[src/rtl/acc3_pkg.sv]
// acc3_pkg -- shared definitions for the triple-accumulator decoder.
//   ACC_W / DATA_W : sample and nibble widths.
//   state_e        : decoder FSM states.
//   mirror_t       : mirror of the encoder's accumulator state.
//   encode_step()  : one encoder step. The decoder uses it to advance its
//                    mirror, and the bench uses it as the golden encoder.
package acc3_pkg;

  localparam int ACC_W  = 8;
  localparam int DATA_W = 4;

  typedef enum logic {
    RUN = 1'b0,
    ERR = 1'b1
  } state_e;

  typedef struct packed {
    logic [ACC_W-1:0] p_out;  // previous output sample
    logic [ACC_W-1:0] p_s1;   // encoder acc1
    logic [ACC_W-1:0] p_s2;   // encoder acc2
  } mirror_t;

  // Advance the encoder by one nibble; all arithmetic wraps mod 2^ACC_W.
  // The resulting p_out is the sample the encoder emits for d.
  function automatic mirror_t encode_step(input mirror_t m,
                                          input logic [DATA_W-1:0] d);
    mirror_t          r;
    logic [ACC_W-1:0] dw;
    dw      = ACC_W'(d);
    r.p_s1  = m.p_s1 + dw;
    r.p_s2  = m.p_s2 + m.p_s1 + dw;
    r.p_out = m.p_out + (m.p_s1 << 1) + m.p_s2 + (dw << 1);
    return r;
  endfunction

endpackage

[src/rtl/acc3_decoder_diff.sv]
// acc3_diff -- combinational differencing stage.
//   sample : incoming accumulator sample.
//   mirror : current mirror of the encoder state.
//   legal  : sample is reachable from the mirror by some 4-bit input.
//   d      : recovered nibble (meaningful only when legal).
module acc3_diff
  import acc3_pkg::*;
(
  input  logic [ACC_W-1:0]  sample,
  input  mirror_t           mirror,
  output logic              legal,
  output logic [DATA_W-1:0] d
);

  logic [ACC_W-1:0] t;

  // NOTE: every output gets a value on every path through always_comb, so
  // no latch can be inferred.
  always_comb begin
    // A legal sample leaves exactly 2*d once the accumulated terms are
    // subtracted, so t must be even and fit in DATA_W+1 bits.
    t     = sample - mirror.p_out - (mirror.p_s1 << 1) - mirror.p_s2;
    legal = (t[0] == 1'b0) && (t[ACC_W-1:DATA_W+1] == '0);
    d     = t[DATA_W:1];
  end

endmodule

[src/rtl/acc3_decoder.sv]
// acc3_decoder -- recovers 4-bit data from the triple-accumulator stream.
//   clk, reset          : single clock, synchronous active-high reset.
//   in_data/in_valid/in_ready    : sample input handshake.
//   clear               : resync pulse; zeroes the mirror and leaves ERR.
//   out_data/out_valid/out_ready : nibble output handshake.
//   err                 : sticky decode error.
//   count               : nibbles delivered, wraps modulo 2^CNT_W.
module acc3_decoder
  import acc3_pkg::*;
#(
  parameter int CNT_W = 16
) (
  input  logic              clk,
  input  logic              reset,
  input  logic [ACC_W-1:0]  in_data,
  input  logic              in_valid,
  output logic              in_ready,
  input  logic              clear,
  output logic [DATA_W-1:0] out_data,
  output logic              out_valid,
  input  logic              out_ready,
  output logic              err,
  output logic [CNT_W-1:0]  count
);

  state_e            state;
  mirror_t           mirror;
  logic              legal;
  logic [DATA_W-1:0] d;
  logic              accept;

  acc3_diff u_diff (
    .sample (in_data),
    .mirror (mirror),
    .legal  (legal),
    .d      (d)
  );

  // ERR swallows samples, so it never back-pressures; in RUN the single
  // output register frees up whenever it is empty or being drained.
  assign in_ready = (state == ERR) || !out_valid || out_ready;
  assign accept   = in_valid && in_ready;

  // NOTE: sequential state uses non-blocking assignments so every register
  // samples the pre-edge values, independent of statement order.
  always_ff @(posedge clk) begin
    if (reset) begin
      state     <= RUN;
      mirror    <= '0;
      out_data  <= '0;
      out_valid <= 1'b0;
      err       <= 1'b0;
      count     <= '0;
    end else begin
      // Drain first; a reload below in the same cycle overrides it.
      if (out_valid && out_ready)
        out_valid <= 1'b0;

      if (clear) begin
        // A sample accepted alongside clear is dropped; a pending output
        // nibble is left in place for delivery.
        state  <= RUN;
        mirror <= '0;
        err    <= 1'b0;
      end else if (accept && state == RUN) begin
        if (legal) begin
          out_data  <= d;
          out_valid <= 1'b1;
          mirror    <= encode_step(mirror, d);
          count     <= count + 1'b1;
        end else begin
          err   <= 1'b1;
          state <= ERR;
        end
      end
    end
  end

endmodule
[config.mk]
export PLATFORM = sky130hd
export DESIGN_NAME = acc3_decoder
export DESIGN_NICKNAME = d
export VERILOG_FILES = /design/src/rtl/acc3_pkg.sv /design/src/rtl/acc3_decoder_diff.sv /design/src/rtl/acc3_decoder.sv
export SDC_FILE = /design/constraint.sdc
export NUM_CORES = 1
export LEC_CHECK = 0
export ABC_AREA = 0
export CORE_UTILIZATION = 55
export DETAILED_ROUTE_END_ITERATION = 8
export GPL_TIMING_DRIVEN = 0
export PLACE_DENSITY = 0.88
export SLEW_MARGIN = 20
export SYNTH_ARGS = -nofsm -noshare
export SYNTH_HDL_FRONTEND = slang
export SYNTH_SLANG_ARGS = --single-unit
[constraint.sdc]
create_clock -name clk -period 5.6 [get_ports clk]
set_clock_uncertainty 0.15 [all_clocks]
set_input_delay 1.12 -clock clk [delete_from_list [all_inputs] [get_ports clk]]
set_output_delay 1.12 -clock clk [all_outputs]
set_load 0.02 [all_outputs]
Word level (Yosys, flattened, before mapping)
Index checks and enable logic that the tools add are counted.
- register bits after elaboration: 46
- word-level logic and storage cells: 37
- add/sub/neg operators: 10
- multiplexer cells: 4
- bitwise operators: 4
- reduce and logical (&&, ||, !) cells: 12
- operators by type and width (cell ; count):
    $add 8x8->8 ; 3
    $sub 8x8->8 ; 3
    $add 16x1->16 const B ; 1
    $add 8x4->8 ; 2
    $add 8x5->8 ; 1
    $logic_and 1x1->1 ; 4
    $mux 1 ; 4
    $not 1->1 ; 4
    $reduce_and 2->1 ; 2
    $logic_not 3->1 ; 1
    $reduce_and 3->1 ; 1
    $logic_or 1x1->1 ; 2
    $reduce_or 2->1 ; 1
    $logic_not 1->1 ; 1

Longest topological paths before layout
Gate-level depths: netlist of run 1.
- depth after elaboration: 8
- gate-level depth with buffers: 18

Cells and area by module
A second synthesis of run 1 with hierarchy kept.
- cell total of the unflattened synthesis: 402
- area, all modules: 3538.4 µm²
- modules (own cells, without submodules) (module ; instances ; cells an instance ; area an instance (µm²)):
    acc3_decoder ; 1 ; 321 ; 2842.7
    acc3_diff ; 1 ; 81 ; 695.7

Worst setup path after synthesis of run 1
No wires, ideal clock.
- kind: input-to-reg
- from: in in_data[1]
- to: reg, netlist name mirror[7]
- setup time: 0.072 ns
- data arrival time: 4.728 ns
- required time: 5.378 ns
- setup slack: 0.651 ns
- stages on the path: 17
- cell sequence: inv_1 > fa_1 > nor2b_1 > nor2_1 > fa_1 > nor2b_1 > o31ai_1 > a21boi_0 > fa_1 > ha_1 > nor2b_1 > nor3_1 > o21bai_1 > a21oi_1 > xnor2_1 > nor3_1 > mux2i_1
- elaborated cells on any way between the ends: 7
- RTL lines (what ; line ; text):
    start: declaration ; acc3_decoder.sv:15 ; input logic [ACC_W-1:0] in_data,
    $sub 8x8->8 (3 in a row) ; acc3_decoder_diff.sv:22 ; t = sample - mirror.p_out - (mirror.p_s1 << 1) - mirror.p_s2;
    net d[3] ; acc3_decoder.sv:29 ; logic [DATA_W-1:0] d;
    $add 8x4->8 ; acc3_pkg.sv:31 ; r.p_s2 = m.p_s2 + m.p_s1 + dw;
The timed path passes the listed nets, and every way through them passes these cells.
A chain may end at the register's enable or synchronous reset.

Worst setup path after layout of run 1
- from: in in_data[2]
- to: reg, netlist name mirror[23]
- elaborated cells on any way between the ends: 7
- RTL lines (what ; line ; text):
    $sub 8x8->8 (3 in a row) ; acc3_decoder_diff.sv:22 ;
    net d[2] ; acc3_decoder.sv:29 ;
    $add 8x5->8 ; acc3_pkg.sv:32 ; r.p_out = m.p_out + (m.p_s1 << 1) + m.p_s2 + (dw << 1);
The timed path passes the listed nets, and every way through them passes these cells.

==> results of run 1 <==
-- routing by layer --
layer,vias to the layer above,routed length (µm)
met5,-,0
met4,0,235
met3,24,680
met2,151,4670
met1,1623,3930
li1,1584,-
-- registers in the layout, summed over array words and instances (netlist names) --
register	cells
mirror	24
count	16
out_data	4
out_valid	1
state	1
-- timing repair --
action,in CTS,in global routing
hold buffers,0,0
setup endpoints to repair,2,3
gates resized for setup,1,5
-- worst min-delay path: cells and delay by family (launching register included) --
family | cells | cell delay (ns)
compound gates | 2 | 0.13
flops | 1 | 0.32
-- cells in the mapped netlist (5+ instances only) --
cell type and count:
a21oi_1 42, and3_1 6, buf_2 6, clkbuf_1 11, dfxtp_1 46, fa_1 27
ha_1 31, inv_1 53, nand2_1 13, nand3_1 23, nand4_1 6, nor2_1 14
nor3_1 5, o21a_1 6, o21ai_0 37, or3_1 15, xnor2_1 15
-- logic make-up after synthesis --
| logic type | Yosys count |
|---|---|
| xor+xnor | 19 |
| buf+inv | 71 |
| fa+ha+maj | 58 |
| compound gates | 124 |
| flops | 46 |
| simple gates | 105 |
| mux | 2 |
-- layout by cell type, fill, tap and decap left out, types with 3 or more instances in the layout --
| cell type | Yosys | layout |
|---|---|---|
| inv_1 | 53 | 52 |
| or3_1 | 15 | 15 |
| a21oi_1 | 42 | 42 |
| fa_1 | 27 | 27 |
| or4_1 | 4 | 4 |
| o21ai_0 | 37 | 37 |
| xor2_1 | 4 | 3 |
| a31o_2 | 3 | 3 |
| dfxtp_1 | 46 | 46 |
| o21a_1 | 6 | 6 |
| nor2b_1 | 4 | 4 |
| ha_1 | 31 | 31 |
| o211a_1 | 3 | 3 |
| a21o_1 | 3 | 3 |
| nor3_1 | 5 | 5 |
| xnor2_1 | 15 | 15 |
| nor2_1 | 14 | 14 |
| nand4_1 | 6 | 6 |
| clkbuf_1 | 11 | 11 |
| o41ai_1 | 4 | 4 |
| nand2_1 | 13 | 13 |
| buf_2 | 6 | 6 |
| and3_1 | 6 | 6 |
| o211ai_1 | 3 | 3 |
| nand3_1 | 23 | 23 |
| o21bai_1 | 4 | 4 |
| or2_2 | 3 | 3 |
| clkbuf_8 | 0 | 5 |
| clkdlybuf4s50_1 | 0 | 35 |
-- path summary, 6_finish.rpt --
| kind | to | slack [ns] | depth (start not counted) |
|---|---|---|---|
| max | mirror[23] | 0.29 | 15 |
| min | mirror[20] | 0.34 | 2 |
| max reg2reg | mirror[23] | 0.49 | 16 |
| min reg2reg | mirror[20] | 0.34 | 2 |
-- final cells by class --
| type | instances | area [µm²] |
|---|---|---|
| plain buffers | 18 | 82.6 |
| clock buffers | 5 | 68.8 |
| clock inverters | 3 | 48.8 |
| fillers | 503 | 2130 |
| inverters | 53 | 199 |
| multi-input cells | 308 | 2490 |
| flip-flops and latches | 46 | 921 |
| well taps | 77 | 96.3 |
| repair buffers | 35 | 350 |
-- power breakdown --
part           switching [µW]  internal [µW]
Sequential               2.07            329
Combinational             102           58.7
Clock                     134            136
Total                     238            524
-- metrics by stage --
step / TNS, ns / cell area [µm²] / power, µW / hold WS [ns] / util (%)
after floorplan: 0 / 3670 / 442 / 0.300 / -
after global placement: -0.680 / 4120 / 484 / 0.312 / 64.5
after detailed placement: -1.51 / 4120 / 491 / 0.323 / 64.5
after CTS: 0 / 4240 / 754 / 0.337 / 66.3
after global routing: 0 / 4260 / 788 / 0.363 / 66.7
final: 0 / 4260 / 762 / 0.339 / 66.7
==> impl_metrics.ini, run 1 <==
[cells_and_area]
drive_gt1_share_pct = 6.41
syn_to_final_growth_pct = 16.0
nNetsFinal = 538
diodes = 0
stdcell_count = 545

[synth]
synthFlopType = dfxtp_1
syn_area_um2 = 3670
yosys.area_share.simple_pct = 15.7
synth_cell_types = 51
synth_warnings = 0
syn-instance-count = 425
syn-num-nets = 496
synth_top_cell_by_area = dfxtp_1
synthXorXnorAreaFrac_pct = 4.53
synth_fa_ha_area_share_pct = 25.3
synth_edf_count = 0
synth.avg_cell_area_um2 = 8.64
ys_ff_latch = 46
synth_compound_area_share_pct = 21.2
ys_async_sr_fraction_pct = 0
yosys-top-cells-area = dfxtp_1 25%, fa_1 15%, ha_1 11%
synth_top_family_by_area = adder cells
ys_seq_area_share_pct = 25.1
yosys.area.top_type_share_pct = 25.1
synthMuxAreaShare_pct = 0.579

[clocking]
clock_latency_ns = 0.32
numCtsBuffers = 5
cts.clk_slew.worst_paths_ns = 0.10
cts-root-buf = clkbuf_8
cts_buffer_depth = 2
cts_tree = built
post_cts.repair.setup_buffers = 0
cts_max_level = 2
cts_sinks = 46

[grt]
antenna_found_initial = 0
grt_pass1_wl_um = 15900
first_global_vias = 3426
grt-busiest-layer = met2
use_met3_pct = 4.95
track_usage_pct = 28.4
grtUsageMet1_pct = 35.7
use_met2_pct = 47.7
grt_overflow = 0
grt_max_degree = 17

[worst_setup_path]
critPathMaxFanout = 4
worstPathCellList = clkdlybuf4s50_1, fa_1, ha_1, o21a_1, o31a_1, nor2_1, xnor2_1, fa_1, ha_1, a21o_1, a21oi_1, o21bai_1, a21oi_1, xnor2_1, o41ai_1
crit_type = input pin to register
endpoint_kind = register
required_ns = 5.66
critPathSlowestCell = xnor2_1
critPathBufInv = 1
cp-startpoint = in_data[2]
cp_top_family = adder cells
cpPeakStageDelay_ns = 0.59
arrival_ns = 5.37
startpoint_type = input pin
r2r_start = mirror[9]

[sta]
max_slew_margin_pct = 48.0
setup_slack_ns = 0.294
max_freq_mhz = 188
finalMaxSlewViolations = 0
worst_pin_slew_ns = 0.777
final-hold-violation-count = 0
finalSetupViolations = 0
rsz0062_at_grt = false
fin_crit_sh_pct = 94.7
layout_min_cycle_time_ns = 5.31

[hold_path]
hold_path_startpoint = mirror[20]
min_path_type = register to register

[place]
place_inst = 537
io_buffers = 35
gp_congestion = 0.913
dp_slack_ns = -0.499
dpl.hpwl_um = 7230

[run_status]
outcome = complete, no violations

[floorplan]
boundaryPins = 36
die_area_um2 = 7010
initial_core_util_pct = 57.5
row_count = 29
coreArea_um2 = 6390
die_h_um = 83.7
die_w_um = 83.7

[routing]
drt-total-wl_um = 9520
drt_pass1_iterations = 8
post_drt_wl_per_cell_um = 17.5
drt_iter0_drc = 308
antenna_left = 0
drc = 0
vias_per_cell = 6.21
vias = 3382

[power_and_ir_drop]
powerDensity_nw_per_um2 = 179
p_leak_uw = 0.00168
vdd_drop_max_uv = 120

[run]
cap_violations = 0
No activity file was read; power rests on OpenSTA's default activity.
==> inputs of run 2 (changes only) <==
HOLD_SLACK_MARGIN = 0.03   (was default)
PLACE_DENSITY = 0.77   (was 0.88)
==> impl_metrics.ini, run 2 (synthesis results as in run 1) <==
[run_status]
outcome = complete, no violations

[floorplan]
coreArea_um2 = 6390
boundaryPins = 36
row_count = 29
die_area_um2 = 7010
initial_core_util_pct = 57.5
die_w_um = 83.7
die_h_um = 83.7

[sta]
worst_pin_slew_ns = 0.726
setup_slack_ns = 0.360
final-hold-violation-count = 0
layout_min_cycle_time_ns = 5.24
max_freq_mhz = 191
finalSetupViolations = 0
max_slew_margin_pct = 51.4
finalMaxSlewViolations = 0
whs_ns = 0.337
fin_crit_sh_pct = 93.6
rsz0062_at_grt = false

[cells_and_area]
nNetsFinal = 538
post-route-util_pct = 66.6
reg_top3 = mirror (24), count (16), out_data (4)
largest-register = mirror
final_cell_mix = 53 x inv_1, 46 x dfxtp_1, 42 x a21oi_1
largest_register_ffs = 24
fill_cells = 536
syn_to_final_growth_pct = 15.8
design_area_um2 = 4250
final_common_cell = inv_1
diodes = 0
drive_gt1_share_pct = 5.98

[clocking]
numCtsBuffers = 5
cts-root-buf = clkbuf_8
clock_latency_ns = 0.31
cts.clk_slew.worst_paths_ns = 0.09
cts_sinks = 46
cts_max_level = 2
hold_buffers = 0
cts_tree = built
cts_buffer_depth = 2
post_cts.repair.setup_buffers = 0

[grt]
antenna_found_initial = 0
first_global_vias = 3302
grt_max_degree = 14
track_usage_pct = 28.4
grt_pass1_wl_um = 15800
grt_overflow = 0

[power_and_ir_drop]
p_leak_uw = 0.00168
p_seq_share_pct = 44.6
vdd_drop_max_uv = 112
switchingPower_uw = 221
p_total_uw = 742
pwr-share-comb_pct = 21.2
powerDensity_nw_per_um2 = 175
clkPwrFrac_pct = 34.3
swShare_pct = 29.8
internal-power_uw = 521

[worst_setup_path]
startpoint_type = input pin
crit_type = input pin to register
cp-startpoint = in_data[1]
arrival_ns = 5.33
critPathMaxFanout = 4
r2r_start = mirror[9]
endpoint_kind = register
required_ns = 5.69

[run]
cap_violations = 0

[routing]
drc = 0
antenna_left = 0
drt-total-wl_um = 9340
drt_pass1_iterations = 5
drt_iter0_drc = 178
post_drt_wl_per_cell_um = 17.1
vias_per_cell = 5.93
vias = 3234

[place]
dp_slack_ns = -0.488
dpl.hpwl_um = 7210
placed_area_um2 = 4120
io_buffers = 35
gp_congestion = 0.847

[hold_path]
hold_path_startpoint = count[15]
min_path_type = register to register
[run 2: changes by cell type in the layout (fill, tap and decap cells not counted), sizes merged]
cell      previous run  this run
inv                 54        53
clkbuf              16        18
clkinvlp             1         0
[run 2: worst paths after layout]
path                                   end  slack (ns)  cells after the start
worst max-delay path             mirror[7]        0.36                     18
worst min-delay path             count[15]        0.34                      2
worst max register to register  mirror[23]        0.61                     16
worst min register to register   count[15]        0.34                      2
[run 2: area by class of cell]
cell class | instances | area [µm²] | area share (%)
Multi-Input combinational cell | 308 | 2500 | 58.7
Sequential cell | 46 | 921 | 21.7
Timing Repair Buffer | 35 | 350 | 8.24
Inverter | 53 | 199 | 4.68
Tap cell | 77 | 96.3 | 2.27
Buffer | 18 | 82.6 | 1.94
Clock buffer | 7 | 76.3 | 1.79
Clock inverter | 1 | 30.0 | 0.706
[run 2: critical path: stages]
cell	delay, ns
clkdlybuf4s50_1	0.47
inv_1	0.06
fa_1	0.47
nor2b_1	0.17
nor2_1	0.07
fa_1	0.43
nor2b_1	0.23
o21ai_0	0.17
a21boi_4	0.28
fa_1	0.46
ha_1	0.34
nor2b_1	0.16
nor3_1	0.17
o21bai_1	0.11
a21oi_1	0.19
xnor2_1	0.11
nor3_2	0.15
mux2i_1	0.19
[run 2: what timing repair did]
item	4_1_cts	5_1_grt
pin swaps	0	0
gates resized for setup	1	5
endpoints found under the setup margin	1	3
hold endpoints to repair	0	0
[run 2: stage by stage]
stage	TNS, ns	std cells
6_report	0	545
5_1_grt	0	545
4_1_cts	0	545
3_5_place_dp	-1.09	537
3_3_place_gp	-0.769	537
2_1_floorplan	0	425
[run 2: power groups by stage]
stage	combinational (µW)	clock (µW)	sequential [µW]
after floorplan	102	0	340
final	157	254	331
after global routing	174	270	331
after detailed placement	151	0	339
after CTS	152	257	331
after global placement	146	0	338
[run 2: per-layer routing]
metal | GRT usage (%) | vias to the layer above | part of all wire, %
li1 | - | 1574 | -
met1 | 39.6 | 1551 | 46
met2 | 45.3 | 98 | 47
met3 | 5.04 | 11 | 5.6
met4 | 8.17 | 0 | 1.0
met5 | 0 | - | 0
==> inputs of run 3 (changes only) <==
CORE_UTILIZATION = 58   (was 55)
PLACE_DENSITY = 0.81   (was 0.77)
==> impl_metrics.ini, run 3 (synthesis results as in run 1) <==
[sta]
finalSetupTns_ns = 0
fin_crit_sh_pct = 94.5
final-hold-violation-count = 0
finalSetupViolations = 0
max_freq_mhz = 189
setup_slack_ns = 0.311
max_slew_margin_pct = 47.4
finalMaxSlewViolations = 0
worst_pin_slew_ns = 0.786
rsz0062_at_grt = false
layout_min_cycle_time_ns = 5.29

[floorplan]
initial_core_util_pct = 60.9
row_count = 28
die_h_um = 81.6
boundaryPins = 36
die_area_um2 = 6650
coreArea_um2 = 6030
die_w_um = 81.6

[worst_setup_path]
arrival_ns = 5.35
critPathBufInv = 1
rrSetupSlack_ns = 0.49
r2r_start = mirror[9]
crit_type = input pin to register
cpPeakStageDelay_ns = 0.57
worstRegToRegCells = 16
endpoint_kind = register
startpoint_type = input pin
cp_top_family = adder cells
worstPathCellList = clkdlybuf4s50_1, fa_1, ha_1, o21a_1, o31a_1, nor2_1, xnor2_1, fa_1, ha_1, a21o_1, a21oi_1, o21bai_1, a21oi_1, xnor2_1, o41ai_1
reg2reg_to = mirror[23]
critPathMaxFanout = 4
required_ns = 5.66
critPathSlowestCell = xnor2_1

[run_status]
outcome = complete, no violations

[cells_and_area]
diodes = 0
post-route-util_pct = 71.1
final_common_cell = inv_1
drive_gt1_share_pct = 7.43
largest-register = mirror
final_cell_mix = 52 x inv_1, 46 x dfxtp_1, 42 x a21oi_1
largest_register_ffs = 24
syn_to_final_growth_pct = 16.8
nNetsFinal = 541
reg_top3 = mirror (24), count (16), out_data (4)

[grt]
grt_pass1_wl_um = 15000
antenna_found_initial = 0
first_global_vias = 3195
grt_max_degree = 17
grt_overflow = 0
track_usage_pct = 29.9

[clocking]
cts_sinks = 46
numCtsBuffers = 5
cts_tree = built
cts_buffer_depth = 2
cts_max_level = 2
cts-root-buf = clkbuf_8
cts.clk_slew.worst_paths_ns = 0.10
clock_latency_ns = 0.32
hold_buffers = 0

[run]
cap_violations = 0

[routing]
antenna_left = 0
post_drt_wl_per_cell_um = 17.0
vias_per_cell = 6.12
drc = 0
drt-total-wl_um = 9260
drt_iter0_drc = 234
drt_pass1_iterations = 5
vias = 3343

[hold_path]
hold_path_startpoint = mirror[7]
min_path_cells = 2
holdPathEnd = mirror[7]
min_path_type = register to register

[power_and_ir_drop]
vdd_drop_max_uv = 162
p_leak_uw = 0.00170
p_total_uw = 763
powerDensity_nw_per_um2 = 178

[place]
io_buffers = 35
gp_congestion = 0.912
dp_slack_ns = -0.473
dpl.hpwl_um = 6980
-- run 3: cell types whose count changed in the layout (fill, tap and decap cells not counted), sizes merged --
| cell | previous run | this run |
|---|---|---|
| clkinvlp | 0 | 1 |
| inv | 53 | 54 |
| clkbuf | 18 | 16 |
| buf | 7 | 10 |
-- run 3: routing by layer --
metal | share of wire [%] | routed length [µm] | global-route usage, % | vias up
met4 | 2.0 | 187 | 10.0 | 0
met3 | 6.2 | 576 | 4.67 | 16
met5 | 0 | 0 | 0 | -
met2 | 48 | 4460 | 49.8 | 144
li1 | - | - | - | 1580
met1 | 44 | 4040 | 39.5 | 1603
-- run 3: metrics by stage --
stage                     instances  hold WS [ns]  cell area [µm²]
after detailed placement        535         0.331             4120
after global routing            546         0.379             4290
after CTS                       543         0.345             4230
final                           546         0.346             4290
after global placement          535         0.310             4120
after floorplan                 425         0.300             3670
-- run 3: cell type report --
class	count	area, µm²
multi-input combinational	308	2500
fill	502	1740
sequential	46	921
timing repair buffer	38	373
inverter	53	199
tap	75	93.8
buffer	18	82.6
clock buffer	5	68.8
clock inverter	3	48.8
-- run 3: worst max-delay path by stage --
stage | startpoint | slack, ns | to | cells after the start
floorplan | in_data[1] | 0.65 | mirror[7] | 17
global placement | in_data[1] | -0.38 | mirror[7] | 18
detailed placement | in_data[1] | -0.47 | mirror[7] | 18
CTS | in_data[1] | 0.05 | mirror[7] | 18
global route | in_data[1] | 0.02 | mirror[7] | 19
finish | in_data[2] | 0.31 | mirror[23] | 15
-- run 3: power by group --
group | leakage, µW | internal (µW) | switching [µW]
logic | 0.00127 | 62.6 | 102
registers | 0.000371 | 329 | 2.07
clock network | 0.0000563 | 136 | 131
-- run 3: timing repair --
action,CTS,global route
buffers inserted,0,3
pin swaps,0,2
endpoints found under the setup margin,2,3
endpoints found under the hold margin,0,0
gates resized for setup,1,7
-- run 3: worst reg2reg max path: stages, from the launching register on --
cell and delay, ns:
dfxtp_1 0.39, inv_1 0.16, fa_1 0.58, fa_1 0.42
ha_1 0.36, o21a_1 0.15, o31a_1 0.19, nor2_1 0.07
xnor2_1 0.57, fa_1 0.55, ha_1 0.31, a21o_1 0.16
a21oi_1 0.29, o21bai_1 0.11, a21oi_1 0.21, xnor2_1 0.10
o41ai_1 0.24
